<file path="config.mk">
export PLATFORM = sky130hd
export DESIGN_NAME = itcm_loader
export DESIGN_NICKNAME = d
export VERILOG_FILES = /design/src/rtl/itcm_loader.sv
export SDC_FILE = /design/constraint.sdc
export NUM_CORES = 1
export LEC_CHECK = 0
export ABC_AREA = 1
export CAP_MARGIN = 20
export CORE_MARGIN = 10
export CORE_UTILIZATION = 40
export DETAILED_ROUTE_END_ITERATION = 7
export PLACE_DENSITY_LB_ADDON = 0.1
export SLEW_MARGIN = 30
export SYNTH_ARGS = -nofsm -noshare
export SYNTH_HDL_FRONTEND = slang
export SYNTH_SLANG_ARGS = --single-unit
</file>
<file path="constraint.sdc">
create_clock -name clk -period 5.7 [get_ports clk]
set_input_delay 1.71 -clock clk [delete_from_list [all_inputs] [get_ports clk]]
set_output_delay 1.71 -clock clk [all_outputs]
set_load 0.1 [all_outputs]
</file>
<file path="src/rtl/itcm_loader.sv">
// Boot-image loader: packs a byte stream into little-endian words and writes them to the ITCM.
// Optional read-back verify of every written word when ITCM_LOADER_VERIFY_EN is defined.
module itcm_loader #(
   parameter int unsigned ADDR_WIDTH = 14
) (
   input  logic                  clk,
   input  logic                  rst,
   input  logic                  start,
   input  logic [ADDR_WIDTH-1:0] base_addr,
   input  logic [ADDR_WIDTH+2:0] len_bytes,
   input  logic                  s_valid,
   input  logic [7:0]            s_data,
   output logic                  s_ready,
   output logic [ADDR_WIDTH-1:0] itcm_addr,
   output logic [31:0]           itcm_wr_data,
   output logic                  itcm_wr_en,
   output logic [3:0]            itcm_wr_byte_en,
   input  logic [31:0]           itcm_rd_data,
   output logic                  busy,
   output logic                  done,
   output logic                  err
);

   localparam int unsigned LEN_WIDTH = ADDR_WIDTH + 3;
   localparam int unsigned SUM_WIDTH = LEN_WIDTH + 1;

   typedef enum logic [2:0] {IDLE, RECV, WRITE, VRD, VCMP} state_t;

   state_t                state_q, state_d;
   logic [ADDR_WIDTH-1:0] addr_q, addr_d;
   logic [31:0]           data_q, data_d;
   logic [3:0]            mask_q, mask_d;
   logic [1:0]            lane_q, lane_d;
   logic [LEN_WIDTH-1:0]  rem_q, rem_d;
   logic                  done_q, done_d;
   logic                  err_q, err_d;
   logic                  word_end;

   // Range check is done one bit wider so base + word count cannot overflow.
   logic [SUM_WIDTH-1:0] words_needed;
   logic [SUM_WIDTH-1:0] end_addr;
   logic                 range_bad;

   assign words_needed = ({1'b0, len_bytes} + SUM_WIDTH'(3)) >> 2;
   assign end_addr     = SUM_WIDTH'(base_addr) + words_needed;
   assign range_bad    = end_addr > (SUM_WIDTH'(1) << ADDR_WIDTH);

`ifdef ITCM_LOADER_VERIFY_EN
   logic [31:0] mask32;
   logic        verify_bad;

   assign mask32     = {{8{mask_q[3]}}, {8{mask_q[2]}}, {8{mask_q[1]}}, {8{mask_q[0]}}};
   assign verify_bad = |((itcm_rd_data ^ data_q) & mask32);
`else
   logic unused_rd_data;

   assign unused_rd_data = ^itcm_rd_data;
`endif

   always_comb begin
      state_d  = state_q;
      addr_d   = addr_q;
      data_d   = data_q;
      mask_d   = mask_q;
      lane_d   = lane_q;
      rem_d    = rem_q;
      done_d   = 1'b0;
      err_d    = err_q;
      word_end = 1'b0;

      case (state_q)
         IDLE: begin
            if (start) begin
               err_d = 1'b0;
               if (len_bytes == '0) begin
                  done_d = 1'b1;
               end else if (range_bad) begin
                  err_d  = 1'b1;
                  done_d = 1'b1;
               end else begin
                  state_d = RECV;
                  addr_d  = base_addr;
                  rem_d   = len_bytes;
                  lane_d  = 2'd0;
                  mask_d  = 4'h0;
               end
            end
         end
         RECV: begin
            if (s_valid) begin
               data_d[{lane_q, 3'b000} +: 8] = s_data;
               mask_d[lane_q]                = 1'b1;
               lane_d                        = lane_q + 2'd1;
               if (rem_q != '0) begin
                  rem_d = rem_q - LEN_WIDTH'(1);
               end
               if (lane_q == 2'd3 || rem_q == LEN_WIDTH'(1)) begin
                  state_d = WRITE;
               end
            end
         end
         WRITE: begin
`ifdef ITCM_LOADER_VERIFY_EN
            state_d = VRD;
`else
            word_end = 1'b1;
`endif
         end
`ifdef ITCM_LOADER_VERIFY_EN
         VRD: begin
            state_d = VCMP;
         end
         VCMP: begin
            if (verify_bad) begin
               err_d = 1'b1;
            end
            word_end = 1'b1;
         end
`endif
         default: begin
            state_d = IDLE;
         end
      endcase

      if (word_end) begin
         addr_d = addr_q + ADDR_WIDTH'(1);
         mask_d = 4'h0;
         lane_d = 2'd0;
         if (rem_q == '0) begin
            state_d = IDLE;
            done_d  = 1'b1;
         end else begin
            state_d = RECV;
         end
      end
   end

   always_ff @(posedge clk or posedge rst) begin
      if (rst) begin
         state_q <= IDLE;
         addr_q  <= '0;
         data_q  <= '0;
         mask_q  <= 4'h0;
         lane_q  <= 2'd0;
         rem_q   <= '0;
         done_q  <= 1'b0;
         err_q   <= 1'b0;
      end else begin
         state_q <= state_d;
         addr_q  <= addr_d;
         data_q  <= data_d;
         mask_q  <= mask_d;
         lane_q  <= lane_d;
         rem_q   <= rem_d;
         done_q  <= done_d;
         err_q   <= err_d;
      end
   end

   // Strobes decode straight from state so reset removes them without waiting for a clock.
   assign s_ready         = (state_q == RECV);
   assign itcm_wr_en      = (state_q == WRITE);
   assign itcm_wr_byte_en = (state_q == WRITE) ? mask_q : 4'h0;
   assign busy            = (state_q != IDLE);
   assign itcm_addr       = addr_q;
   assign itcm_wr_data    = data_q;
   assign done            = done_q;
   assign err             = err_q;

endmodule

</file>
==> results of run 1 <==
worst max-delay path by stage:
stage                      startpoint              endpoint  slack (ns)  depth (start not counted)
2_1_floorplan  state_q[0]$_DFFE_PP0P_    itcm_wr_byte_en[0]        0.58                          5
3_3_place_gp             len_bytes[3]  rem_q[1]$_DFFE_PP0P_        0.03                         30
3_5_place_dp             len_bytes[2]  rem_q[7]$_DFFE_PP0P_       0.002                         30
4_1_cts                  len_bytes[2]  rem_q[7]$_DFFE_PP0P_        0.34                         30
5_1_grt                  len_bytes[2]  rem_q[2]$_DFFE_PP0P_        0.03                         31
6_report                 len_bytes[2]  rem_q[7]$_DFFE_PP0P_        0.41                         30
layout by cell type (no fill, tap or decap), types with 17 or more instances in the layout:
master and n:
inv_1 109, nor2_1 69, nand2_1 255, o21ai_0 64, dfrtp_1 73, a21oi_1 20
clkdlybuf4s50_1 92, ha_1 25, buf_4 17, nand3_1 74, nand4_1 56
logic make-up (layout without fill, tap and decap cells):
logic type      count (synthesis)  in the layout  share of synthesized area
simple gates                  495            496                      0.393
buf+inv                       141            244                     0.0985
compound gates                107            107                      0.106
flops                          73             73                      0.322
fa+ha+maj                      26             26                     0.0587
xor+xnor                       14             14                     0.0216
per-layer routing:
layer	part of all wire	routed length, um
met3	0.050	850
met5	0	0
met4	0.011	194
met1	0.48	8250
met2	0.45	7730
power by group:
part | total, mW | leakage (nW) | switching (mW) | internal [mW]
clock network | 0.580 | 0.148 | 0.219 | 0.361
logic | 2.08 | 2.54 | 1.53 | 0.552
registers | 0.879 | 0.964 | 0.193 | 0.686
stage by stage:
stage | hold WS (ns) | cell area [um2]
detailed placement | 0.464 | 6880
finish | 0.477 | 7200
floorplan | 0.442 | 5670
CTS | 0.479 | 7180
global placement | 0.457 | 6880
global route | 0.496 | 7200
state kept, by name, summed over array words and instances (netlist names):
| register | flops |
|---|---|
| itcm_wr_data | 32 |
| rem_q | 17 |
| itcm_addr | 14 |
| mask_q | 4 |
| lane_q | 2 |
| state_q | 2 |
| done | 1 |
| err | 1 |
critical path: cells and delay by family:
family / cells / cell delay [ns]
buffers and inverters: 6 / 0.79
XOR/XNOR: 1 / 0.19
AO/OA/AOI/OAI: 1 / 0.17
adder cells (fa/ha/maj): 1 / 0.31
AND/OR/NAND/NOR: 21 / 2.35
layout make-up:
class | instances | area [um2] | area share
multi-input cells | 643 | 3310 | 0.460
inverters | 117 | 439 | 0.0610
repair buffers | 112 | 1090 | 0.152
clock buffers | 11 | 253 | 0.0351
flip-flops and latches | 73 | 1830 | 0.254
well taps | 180 | 225 | 0.0313
clock inverters | 4 | 51.3 | 0.00713
repair_timing:
item,CTS,global route
gates resized for setup,0,2
hold endpoints to repair,0,0
setup endpoints to repair,0,20
==> run metrics, run 1 <==
clk buf depth=2; Worst Slack Setup Final=0.411 ns; hpwl dp=13.1 mm; CTS Hold Bufs=0; worst hold path endpoint=mask_q[3]$_DFFE_PP0P_; final core utilization=0.518; DR DRC count=0; Pins Over Slew Limit=0; hold depth=2; Post-Synthesis Cell Area=0.00567 mm2; Ys Warns=0; cts bufs inserted=9; period utilization=0.928; largest stage delay on the critical path=0.50 ns; initial antenna violation count=0; vias in the first global route=5524; Synth cell types=41; Final ANT Viol Nets=0; core area=0.0139 mm2; clock latency on the worst-skew pair=0.34 ns; Sink Count=73; clock slew at reported path FFs=0.06 ns; Worst slew margin=0.274; GRT Max-Usage Layer=met2; Tot GR Track Use=0.175; Worst Setup End Kind=flip-flop; worst r2r dst=rem_q[7]$_DFFE_PP0P_; Post CTS Setup Buffer Count=0; Fmax=189 MHz; DP Worst Slack=0.00178 ns; DRT Wirelength=17.0 mm; Syn Area/Cell=6.62 um2; area share of the largest cell type after synthesis=0.322; post-synth top area cell=dfrtp_1; Die W=139 um; # setup viols final=0; WP data arrival=5.51 ns; row cnt=43; Worst R2R Start=rem_q[0]$_DFFE_PP0P_; Synth area leaders=dfrtp_1 32%, nand2_1 17%, inv_1 7.3%; GPL Wtd Cong=0.892; DIE AREA=0.0193 mm2; Die Y=139 um; share of cells above drive strength 1=0.0719; DRT Pass-1 Iters=5; Initial DRC Count=397; Final Non-Filler Cells=1140; count leader, synth=nand2_1; CP max stage cell=clkdlybuf4s50_1; VDD IR max=0.000288 V; vias post-DR=5826; CP required=5.92 ns; met1 Use GR=0.236; CTS tree=done; pin count of the biggest net entering global routing=39; crit start category=input pin; post-synthesis register bit count=73; asr flop ratio synth=1.00; Crit Path Category=input pin to flip-flop; FF-to-FF setup slack=3.07 ns; met2 usage=0.275; Vias per Instance=5.11; first-pass GRT wire length=28.4 mm; Port Buffers=97; commonest cells in the netlist=255 x nand2_1, 110 x inv_1, 74 x nand3_1; fin crit period=5.29 ns; setup_tns=0 ns; CP dominant cell by count=nand2_1; placed cell count=1124; EDFF count, synth=0; I/O pin count=130; Starting Density=0.408; skew final=0.00360 ns; Post-Syn Nets=957; H-tree depth=3; FF-to-FF path depth=10; FILL cells=1439; Leakage=3.65 nW; Layout area overhead=27.0%; WL/cell=14.9 um; P per Cell Area=491 mW/mm2; CP max FO=9; clk root buf=clkbuf_16; Layout Nets=1057; min-delay src=mask_q[3]$_DFFE_PP0P_; final hold vios=0; setup repair after global routing missed its margin=no; global-route track usage on met3=0.0397; top_reg_cell synth=dfrtp_1; ANT cells=0; GR Overflow Total=0; synthesized instance count=856; Tot Pwr=3.54 mW; status=finished clean; HP Class=flip-flop to flip-flop; worst slew pin tran=1.09 ns; post-synthesis sequential area ratio=0.322; Max Cap Viol=0
Note: power is estimated with default switching activity, not from simulation.
==> run 2: changes to the inputs <==
ABC_AREA = default   (was 1)
SLEW_MARGIN = 20   (was 30)
==> run metrics, run 2 <==
XOR/XNOR Fraction of Synth Area=0.0291; Die Y=133 um; Post CTS Setup Buffer Count=0; setup repair after global routing missed its margin=yes; Ys Warns=0; leading cell type in the layout, fill and taps excluded=nand2_1; CTS tree=done; H-tree depth=3; HP Class=flip-flop to flip-flop; Syn Area/Cell=8.19 um2; initial antenna violation count=0; Synth Area in Adders=0.0651; WP data arrival=5.83 ns; Pins Over Slew Limit=0; asr flop ratio synth=1.00; post-synthesis simple-gate area fraction=0.230; compound-cell area share of the yosys netlist=0.266; Post-Synthesis Cell Area=0.00511 mm2; Port Buffers=97; hpwl dp=13.3 mm; CP max stage cell=clkdlybuf4s50_1; post-synth top area cell=dfrtp_1; fin crit period=5.55 ns; Final ANT Viol Nets=0; VDD IR max=0.000321 V; final hold vios=0; clk buf depth=2; DR DRC count=0; row cnt=41; period utilization=0.974; Starting Density=0.407; pin count of the biggest net entering global routing=47; Vias per Instance=5.68; largest stage delay on the critical path=0.49 ns; clock latency on the worst-skew pair=0.34 ns; area share of the largest cell type after synthesis=0.357; Initial DRC Count=494; skew final=0.00414 ns; vias post-DR=5391; share of cells above drive strength 1=0.140; vias in the first global route=5245; core area=0.0126 mm2; GR Overflow Total=0; synthesized instance count=624; commonest cells in the netlist=120 x nand2_1, 73 x dfrtp_1, 63 x o21ai_0; EDFF count, synth=0; Synth cell types=70; DRT Pass-1 Iters=5; DRT Wirelength=17.2 mm; Layout Nets=873; CTS Hold Bufs=0; DP Worst Slack=-0.375 ns; Synth area leaders=dfrtp_1 36%, nand2_1 8.8%, o21ai_0 6.2%; family with the most delay on the worst path=simple AND/OR/NAND/NOR gates; P per Cell Area=579 mW/mm2; post-synthesis sequential area ratio=0.357; top_reg_cell synth=dfrtp_1; cts bufs inserted=9; Tot Pwr=4.08 mW; worst slew pin tran=1.16 ns; Max Cap Viol=0; post-synthesis register bit count=73; # setup viols final=0; multiplexer area fraction after synthesis=0.00636; status=finished clean; Fmax=180 MHz; DIE AREA=0.0177 mm2; Die W=133 um; Leakage=2.93 nW; CP required=5.98 ns; first-pass GRT wire length=27.6 mm; ANT cells=0; Tot GR Track Use=0.191; clk root buf=clkbuf_16; I/O pin count=130; clock slew at reported path FFs=0.06 ns; Worst Slack Setup Final=0.148 ns; WL/cell=18.1 um; max reg flops=32; count leader, synth=nand2_1; CP Cell Sequence=clkdlybuf4s50_1 > nor2_1 > nor2b_1 > nand4_1 > buf_4 > nor2_1 > xor2_1 > ha_1 > and2_4 > a311oi_4 > a21oi_2 > or3_4 > a2111oi_4 > and4_2 > o21ai_4 > buf_4 > a211oi_1 > o22a_1; Worst slew margin=0.226; GPL Wtd Cong=0.892; Layout area overhead=38.0%; CP Buf/Inv Count=3; Sink Count=73; Post-Syn Nets=725; Crit Path Category=input pin to flip-flop; highest-count cells in the layout ignoring fill and taps=120 x nand2_1, 95 x clkdlybuf4s50_1, 73 x dfrtp_1; FILL cells=1179; Worst Setup End Kind=flip-flop; largest family of logic cells by synthesized area=compound AO/OA/AOI/OAI gates; CP max FO=4; crit start category=input pin
-- run 2: cell types whose count changed in the layout (fill, tap and decap cells not counted), moves of 17 or more --
cell,before,now
and3_1,0,17
buf_4,17,67
inv_1,109,25
nand2_1,255,120
nand3_1,74,21
nand4_1,56,6
nor2_1,69,39
-- run 2: tightest hold or removal path: stages (launching register included) --
cell and delay (ns):
dfrtp_1 0.34, nand2_1 0.04, o21ai_0 0.06
-- run 2: logic make-up (layout without fill, tap and decap cells) --
logic type | Yosys count | in the layout
compound gates | 197 | 197
simple gates | 255 | 255
fa+ha+maj | 26 | 26
flops | 73 | 73
mux | 3 | 3
buf+inv | 53 | 206
xor+xnor | 17 | 17
-- run 2: area by class of cell --
| class | count | area [um2] | share of cell area |
|---|---|---|---|
| clock inverters | 6 | 115 | 0.0163 |
| inverters | 27 | 103 | 0.0145 |
| flip-flops and latches | 73 | 1830 | 0.259 |
| repair buffers | 163 | 1470 | 0.209 |
| well taps | 172 | 215 | 0.0305 |
| multi-input cells | 498 | 3100 | 0.439 |
| clock buffers | 10 | 229 | 0.0324 |
-- run 2: path summary, 6_finish.rpt --
| kind | start | to | slack, ns | depth (start not counted) |
|---|---|---|---|---|
| worst max-delay path | len_bytes[1] | rem_q[0]$_DFFE_PP0P_ | 0.15 | 18 |
| worst min-delay path | itcm_wr_data[31]$_DFFE_PP0P_ | itcm_wr_data[31]$_DFFE_PP0P_ | 0.48 | 2 |
| worst max register to register | rem_q[11]$_DFFE_PP0P_ | rem_q[11]$_DFFE_PP0P_ | 2.91 | 9 |
| worst min register to register | itcm_wr_data[31]$_DFFE_PP0P_ | itcm_wr_data[31]$_DFFE_PP0P_ | 0.48 | 2 |
| max in group asynchronous | rst | rem_q[13]$_DFFE_PP0P_ | 2.97 | 3 |
| min in group asynchronous | rst | itcm_wr_data[8]$_DFFE_PP0P_ | 1.83 | 2 |
-- run 2: what timing repair did --
action                                  CTS  global route
pin swaps                                 0             3
resized for setup                         1             9
hold endpoints to repair                  0             0
endpoints found under the setup margin    5            33
-- run 2: stage by stage --
stage / std cells / setup TNS [ns] / cell area (um2) / util / hold WS (ns)
2_1_floorplan: 624 / 0 / 5110 / - / 0.455
3_3_place_gp: 933 / -10.65 / 6670 / 0.530 / 0.461
3_5_place_dp: 933 / -11.08 / 6670 / 0.530 / 0.471
4_1_cts: 949 / 0 / 7020 / 0.558 / 0.484
5_1_grt: 949 / -0.121 / 7060 / 0.562 / 0.509
6_report: 949 / 0 / 7060 / 0.562 / 0.477
-- run 2: metal layers --
| layer | global-route usage | vias up | wire [um] |
|---|---|---|---|
| li1 | - | 2575 | - |
| met1 | 0.247 | 2588 | 7650 |
| met2 | 0.308 | 204 | 8090 |
| met3 | 0.0409 | 24 | 1130 |
| met4 | 0.0642 | 0 | 332 |
| met5 | 0 | - | 0 |
-- run 2: power by group --
group          switching [mW]  internal [mW]  leakage [nW]
combinational            1.80          0.672          1.85
sequential              0.206          0.741         0.917
clock                   0.231          0.430         0.163
total                    2.24           1.84          2.93
==> run 3: changes to the inputs <==
CORE_ASPECT_RATIO = 1.75   (was default)
==> run metrics, run 3 (synthesis gave the netlist of run 2 again) <==
status=finished clean; share of cells above drive strength 1=0.173; Max Cap Viol=0; VDD IR max=0.000491 V; Layout area overhead=41.6%; skew final=0.00665 ns; final hold vios=0; GR Overflow Total=0; fin crit period=5.48 ns; clock latency on the worst-skew pair=0.34 ns; CP max stage cell=clkdlybuf4s50_1; DRT Wirelength=19.0 mm; Worst slew margin=0.281; cts bufs inserted=9; WP data arrival=5.70 ns; DRT Pass-1 Iters=5; DP Worst Slack=-0.332 ns; clock slew at reported path FFs=0.06 ns; Tot GR Track Use=0.208; # setup viols final=0; Vias per Instance=5.80; Worst Slack Setup Final=0.222 ns; pin count of the biggest net entering global routing=45; row cnt=54; DIE AREA=0.0179 mm2; ANT cells=0; Final ANT Viol Nets=0; Layout Nets=889; Crit Path Category=input pin to flip-flop; CP max FO=5; WL/cell=19.7 um; setup repair after global routing missed its margin=no; FILL cells=1181; Initial DRC Count=286; P per Cell Area=566 mW/mm2; Starting Density=0.409; crit start category=input pin; vias in the first global route=5692; period utilization=0.961; worst slew pin tran=1.08 ns; core area=0.0125 mm2; Port Buffers=97; leading cell type in the layout, fill and taps excluded=nand2_1; clk buf depth=2; CP Buf/Inv Count=4; Die Y=170 um; max reg flops=32; CP Cell Sequence=clkdlybuf4s50_1 > nor2_2 > nor2b_2 > nand4_1 > nor2_2 > and2_4 > nand2_1 > xnor2_1 > buf_4 > ha_1 > buf_4 > a21oi_1 > o21ai_2 > a21oi_2 > o211ai_1 > a2111oi_4 > and4_4 > o21ai_4 > buf_6 > and3_1 > a311o_1; HP Class=flip-flop to flip-flop; CTS tree=done; Pins Over Slew Limit=0; final core utilization=0.579; highest-count cells in the layout ignoring fill and taps=119 x nand2_1, 95 x clkdlybuf4s50_1, 78 x buf_4; GPL Wtd Cong=0.920; clk root buf=clkbuf_16; first-pass GRT wire length=29.8 mm; DR DRC count=0; CP required=5.92 ns; Worst Setup End Kind=flip-flop; I/O pin count=130; hpwl dp=15.2 mm; H-tree depth=3; Die W=105 um; largest stage delay on the critical path=0.49 ns; Sink Count=73; CTS Hold Bufs=0; Hold WS=0.475 ns; vias post-DR=5573; Tot Pwr=4.10 mW; Fmax=183 MHz; Leakage=3.01 nW; initial antenna violation count=0; family with the most delay on the worst path=compound AO/OA/AOI/OAI gates
## run 3: changes by cell type in the layout (fill, tap and decap cells not counted), moves of 3 or more
cell | before | now
buf_4 | 67 | 78
nor2_1 | 39 | 36
o21ai_0 | 63 | 60
buf_6 | 0 | 4
## run 3: worst paths after layout
path                                        startpoint                     endpoint  slack [ns]  cells past startpoint
max in group asynchronous                          rst         rem_q[2]$_DFFE_PP0P_        2.83                      3
min                        itcm_wr_data[1]$_DFFE_PP0P_  itcm_wr_data[1]$_DFFE_PP0P_        0.47                      2
max                                       len_bytes[1]        rem_q[13]$_DFFE_PP0P_        0.22                     21
min in group asynchronous                          rst               done$_DFF_PP0_        1.90                      2
min reg2reg                itcm_wr_data[1]$_DFFE_PP0P_  itcm_wr_data[1]$_DFFE_PP0P_        0.47                      2
max reg2reg                       rem_q[2]$_DFFE_PP0P_        rem_q[13]$_DFFE_PP0P_        3.03                      9
## run 3: metrics by stage
step / cells / setup TNS, ns / instance area [um2]
2_1_floorplan: 624 / 0 / 5110
3_3_place_gp: 941 / -7.03 / 6740
3_5_place_dp: 941 / -7.11 / 6740
4_1_cts: 957 / 0 / 7070
5_1_grt: 961 / 0 / 7240
6_report: 961 / 0 / 7240
## run 3: layer usage
layer | vias up | part of all wire | track usage | wire length, um
li1 | 2608 | - | - | -
met1 | 2699 | 0.34 | 0.202 | 6470
met2 | 211 | 0.55 | 0.395 | 10400
met3 | 55 | 0.050 | 0.0365 | 954
met4 | 0 | 0.058 | 0.124 | 1110
met5 | - | 0 | 0 | 0
## run 3: tightest hold or removal path, cell delays in order, from the launching register on
cell and delay (ns):
dfrtp_1 0.34, nand2_1 0.04, o21ai_0 0.06
## run 3: layout make-up
class                   count  area [um2]  share of cell area
multi-input cells         499        3170               0.438
flip-flops and latches     73        1830               0.252
repair buffers            178        1600               0.221
clock buffers              10         239              0.0330
well taps                 168         210              0.0290
inverters                  27         101              0.0140
clock inverters             6        90.1              0.0124
## run 3: power breakdown
part	internal, mW	leakage [nW]	total (mW)	switching (mW)
clock network	0.397	0.159	0.633	0.236
registers	0.741	0.917	0.946	0.205
logic	0.700	1.94	2.52	1.82
## run 3: timing repair
| item | 4_1_cts | 5_1_grt |
|---|---|---|
| gates cloned | 0 | 1 |
| hold endpoints to repair | 0 | 0 |
| setup endpoints to repair | 1 | 37 |
| buffers inserted | 0 | 3 |
| gates resized for setup | 0 | 33 |
| pin swaps | 1 | 14 |
